## config.mk

```make
export PLATFORM = sky130hd
export DESIGN_NAME = mem_stream_reader
export DESIGN_NICKNAME = d
export VERILOG_FILES = /design/src/rtl/mem_stream_reader.sv
export SDC_FILE = /design/constraint.sdc
export NUM_CORES = 1
export LEC_CHECK = 0
export BUFFER_PORTS_ARGS = -buffer_cell sky130_fd_sc_hd__buf_4
export CORE_MARGIN = 5
export CORE_UTILIZATION = 48
export CTS_CLUSTER_SIZE = 24
export DETAILED_ROUTE_END_ITERATION = 8
export MAX_ROUTING_LAYER = met4
export PLACE_DENSITY = 0.83
export RECOVER_POWER = 100
export SLEW_MARGIN = 15
export SYNTH_ARGS = -nofsm -noshare
export SYNTH_HDL_FRONTEND = slang
export SYNTH_SLANG_ARGS = --single-unit
```

## constraint.sdc

```tcl
create_clock -name clk -period 2.4 [get_ports clk]
set_clock_uncertainty 0.05 [all_clocks]
set_input_delay 0.24 -clock clk [delete_from_list [all_inputs] [get_ports clk]]
set_output_delay 0.24 -clock clk [all_outputs]
set_load 0.005 [all_outputs]
```

## src/rtl/mem_stream_reader.sv

```systemverilog
// Streams a contiguous, wrapping range of words out of a memory read port with one-cycle
// registered latency, buffering up to two words so downstream backpressure never loses data.
module mem_stream_reader #(
    parameter int addresses = 32,
    parameter int width = 8,
    localparam int addressWidth = $clog2(addresses)
) (
    input  logic                    clk,
    input  logic                    resetN,
    input  logic                    start,
    input  logic [addressWidth-1:0] startAddress,
    input  logic [addressWidth:0]   length,
    output logic                    busy,
    output logic                    done,
    output logic [addressWidth-1:0] readAddress,
    output logic                    readEnable,
    input  logic [width-1:0]        readData,
    output logic                    outValid,
    output logic [width-1:0]        outData,
    output logic                    outLast,
    input  logic                    outReady,
    output logic                    state_debug
);

    typedef enum logic {
        IDLE = 1'b0,
        RUN  = 1'b1
    } state_t;

    localparam logic [addressWidth-1:0] lastAddress = addressWidth'(addresses - 1);

    state_t                  state;
    state_t                  state_next;
    logic [addressWidth-1:0] pointer;
    logic [addressWidth:0]   remaining;
    logic                    in_flight;
    logic [width-1:0]        fifo_head;
    logic [width-1:0]        fifo_tail;
    logic [1:0]              buf_count;
    logic                    done_q;
    logic [1:0]              occupancy;
    logic                    pop;
    logic                    issue;
    logic                    accept;
    logic                    zero_start;
    logic                    finish;

    // Stream handshake: a word transfers in any cycle where outValid and outReady are both 1;
    // while outValid=1 and outReady=0 the word and outLast are held unchanged.
    assign occupancy  = buf_count + {1'b0, in_flight};
    assign pop        = (buf_count != 2'd0) && outReady;
    assign accept     = (state == IDLE) && start && (length != '0);
    assign zero_start = (state == IDLE) && start && (length == '0);
    assign finish     = pop && outLast;

    always_ff @(posedge clk or negedge resetN) begin
        if (!resetN) begin
            state <= IDLE;
        end else begin
            state <= state_next;
        end
    end

    always_comb begin
        state_next = state;
        case (state)
            IDLE:    if (accept) state_next = RUN;
            RUN:     if (finish) state_next = IDLE;
            default: state_next = IDLE;
        endcase
    end

    // Issue only while the words already owed (buffered + in flight, minus this cycle's pop)
    // leave room in the two-entry buffer.
    always_comb begin
        busy        = (state == RUN);
        done        = done_q;
        state_debug = state;
        readAddress = pointer;
        issue       = (state == RUN) && (remaining != '0) && ((occupancy - {1'b0, pop}) < 2'd2);
        readEnable  = issue;
        outValid    = (buf_count != 2'd0);
        outData     = fifo_head;
        outLast     = (state == RUN) && (buf_count == 2'd1) && !in_flight && (remaining == '0);
    end

    always_ff @(posedge clk or negedge resetN) begin
        if (!resetN) begin
            pointer   <= '0;
            remaining <= '0;
            in_flight <= 1'b0;
            fifo_head <= '0;
            fifo_tail <= '0;
            buf_count <= 2'd0;
            done_q    <= 1'b0;
        end else begin
            done_q    <= finish || zero_start;
            in_flight <= issue;
            if (accept) begin
                pointer   <= startAddress;
                remaining <= length;
            end else if (issue) begin
                pointer   <= (pointer == lastAddress) ? '0 : pointer + 1'b1;
                remaining <= remaining - 1'b1;
            end
            case ({in_flight, pop})
                2'b10: begin
                    if (buf_count == 2'd0) fifo_head <= readData;
                    else                   fifo_tail <= readData;
                    buf_count <= buf_count + 2'd1;
                end
                2'b01: begin
                    fifo_head <= fifo_tail;
                    buf_count <= buf_count - 2'd1;
                end
                2'b11: begin
                    if (buf_count == 2'd2) begin
                        fifo_head <= fifo_tail;
                        fifo_tail <= readData;
                    end else begin
                        fifo_head <= readData;
                    end
                end
                default: ;
            endcase
        end
    end

endmodule

```

==> impl_metrics.json <==
{
  "outcome": "finished, violations left",
  "violations": "max-capacitance violations, max-slew violations",
  "ir_drop_uv": 777,
  "insertion_delay_ns": 0.34,
  "path_cells": "inv_1 > ha_4 > nor2b_4 > mux2i_4 > mux2_4 > nand2_2 > inv_2 > buf_4",
  "critPathBufInv": 3,
  "place_congestion": 0.871,
  "holdPathEnd": "readAddress[0]",
  "diodes": 0,
  "p_per_area_mw_per_mm2": 1370,
  "switchingPower_mw": 1.21,
  "pwr-share-clk_pct": 13.6,
  "remaining_drc_errors": 0,
  "min_from": "startAddress[0]",
  "whs_ns": 0.0577,
  "die_w_um": 70.1,
  "post-synth-top-area-cell": "dfrtp_1",
  "power_mw": 3.06,
  "fmax_mhz": 436,
  "grt_max_degree": 33,
  "power_frac_comb_pct": 52.8,
  "critPathRequiredTime_ns": 2.11,
  "first_iter_violations": 68,
  "grt_usage_pct": 17.4,
  "leakage_nw": 1.00,
  "grt_overflow": 0,
  "postRouteAntennaNets": 0,
  "syn_avg_cell_area_um2": 10.0,
  "worst_pin_slew_ns": 1.68,
  "clock_path_buffers": 2,
  "wirelength_um": 3980,
  "numCtsBuffers": 5,
  "cp.arrival_ns": 2.00,
  "hpwlAfterDp_um": 2880,
  "grt_pass1_vias": 1461,
  "hp-class": "in -> reg",
  "synthTopCellsByArea": "dfrtp_1, mux2_2, nand2_1, ha_1, mux2i_1",
  "drive_above_1_share_pct": 32.2,
  "io-pin-count": 42,
  "rr_endpoint": "remaining[0]",
  "synth.distinct_cells": 39,
  "slew_headroom_pct": -12.0,
  "tritoncts": "built",
  "rrSetupSlack_ns": 0.19,
  "ys_ff_latch": 32,
  "cpLargestDelayFamily": "multiplexers",
  "hold-path-cell-count": 3,
  "fin_nets": 256,
  "cpPeakStageDelay_ns": 0.36,
  "synth_most_common_cell": "dfrtp_1",
  "period_minus_slack_ns": 2.29,
  "critical_path_class": "reg -> out",
  "synth_edf_count": 0,
  "intPower_mw": 1.84,
  "synthArstFlopShare_pct": 100,
  "synth_nets": 203,
  "path_clk_slew_ns": 0.11,
  "crit_fanout": 5,
  "cts_max_level": 2,
  "cts_root_buffer": "clkbuf_4",
  "max_cap_viol_count": 1,
  "area_growth_pct": 28.8,
  "dieHeight_um": 70.1,
  "port_buffers": 41,
  "syn_inst": 173,
  "swShare_pct": 39.7,
  "period_share_pct": 95.6,
  "routedWlPerCell_um": 14.6,
  "yosysTopAreaCellShare_pct": 46.2,
  "r2r-start": "buf_count[0]",
  "dominantRegCellSynth": "dfrtp_1",
  "synthTopCellsByCount": "dfrtp_1, nand2_1, o21ai_0",
  "antenna_found_initial": 0,
  "core_mm2": 0.00342,
  "ys_seq_area_share_pct": 46.2,
  "yosysWarnings": 0,
  "seqPwrFrac_pct": 33.6,
  "num_rows": 21,
  "dr.pass1.iters": 4,
  "die-area_mm2": 0.00491,
  "start_kind": "flip-flop",
  "vias": 1485,
  "critical_path.slowest_cell": "dfrtp_1",
  "start_util_pct": 50.7,
  "final-setup-viol-count": 0,
  "grt_pass1_wl_um": 6910,
  "r2r_cells": 9,
  "synth_area_mm2": 0.00173,
  "finalMaxSlewViolations": 33,
  "end_kind": "primary output",
  "finalHoldViolations": 0,
  "vias_per_cell": 5.44,
  "clock-sinks": 32
}
[worst reg2reg max path, delay by kind of cell (launching register included)]
family | cells | cell delay, ns
AOI/OAI and AO/OA | 1 | 0.27
adders and majority gates | 1 | 0.18
buffers and inverters | 3 | 0.32
DFF | 1 | 0.36
muxes | 2 | 0.68
and+or+nand+nor | 2 | 0.24
[stage by stage]
step | area (µm²) | utilization (%) | TNS (ns) | setup slack [ns] | instances
CTS | 2220 | 65.1 | 0 | 0.0278 | 271
global route | 2230 | 65.3 | -0.00317 | -0.00317 | 273
detailed placement | 2110 | 61.7 | 0 | 0.0842 | 260
global placement | 2110 | 61.7 | 0 | 0.168 | 260
floorplan | 1730 | - | 0 | 0.321 | 173
finish | 2230 | 65.3 | 0 | 0.106 | 273
[logic make-up (layout without fill, tap and decap cells)]
logic type	count (synthesis)	after routing	share of synthesized area, %
compound gates	40	40	14.5
xor+xnor	2	2	1.01
simple gates	58	58	16.7
flops	32	32	46.2
mux	20	20	13.2
buf+inv	14	68	3.32
fa+ha+maj	7	7	5.05
[registers in the layout, summed over array words and instances (netlist names)]
name / count
remaining: 6
buf_count: 2
fifo_tail: 8
done: 1
busy: 1
readAddress: 5
outData: 8
in_flight: 1
[cells in the final DEF, fill, tap and decap left out, types with 5 or more instances in the layout]
master,n
a21oi_1,5
a31oi_1,6
buf_4,30
clkbuf_4,20
dfrtp_1,32
ha_1,6
inv_1,8
mux2_2,9
mux2i_1,8
nand2_1,24
nor2_1,8
o211ai_1,7
o21ai_0,14
[power groups by stage]
stage | Sequential (mW) | Combinational (mW) | Clock [mW]
after floorplan | 0.994 | 1.02 | 0
after global placement | 1.03 | 1.47 | 0
after detailed placement | 1.04 | 1.51 | 0
after CTS | 1.03 | 1.59 | 0.422
after global routing | 1.07 | 1.81 | 0.439
final | 1.03 | 1.61 | 0.417
[final cells by class]
| cell class | count | area, µm² |
|---|---|---|
| inverter | 10 | 37.5 |
| tap | 46 | 57.6 |
| sequential | 32 | 801 |
| clock inverter | 3 | 42.5 |
| timing repair buffer | 50 | 363 |
| multi-input combinational | 127 | 893 |
| fill | 283 | 1180 |
| clock buffer | 5 | 37.5 |
[timing repair]
item,CTS,global route
resized for setup,4,2
buffers inserted,2,2
setup endpoints to repair,1,1
endpoints found under the hold margin,32,0
hold buffers,1,0
[metal layers]
layer | share of wire [%] | global-route usage, % | up-vias
met3 | 6.5 | 4.88 | 6
met4 | 1.2 | 4.47 | 0
met5 | 0 | - | -
li1 | - | - | 735
met2 | 45 | 25.5 | 53
met1 | 47 | 23.9 | 691
[how the worst max path moves through the flow]
stage	from	endpoint	slack, ns	cells past startpoint
finish	buf_count[0]	readEnable	0.11	8
global route	buf_count[0]	readEnable	-0.003	8
CTS	buf_count[1]	readEnable	0.03	8
detailed placement	buf_count[0]	readEnable	0.08	8
global placement	buf_count[0]	readEnable	0.17	8
floorplan	buf_count[1]	readAddress[0]	0.32	8
Note: power is estimated with default switching activity, not from simulation.
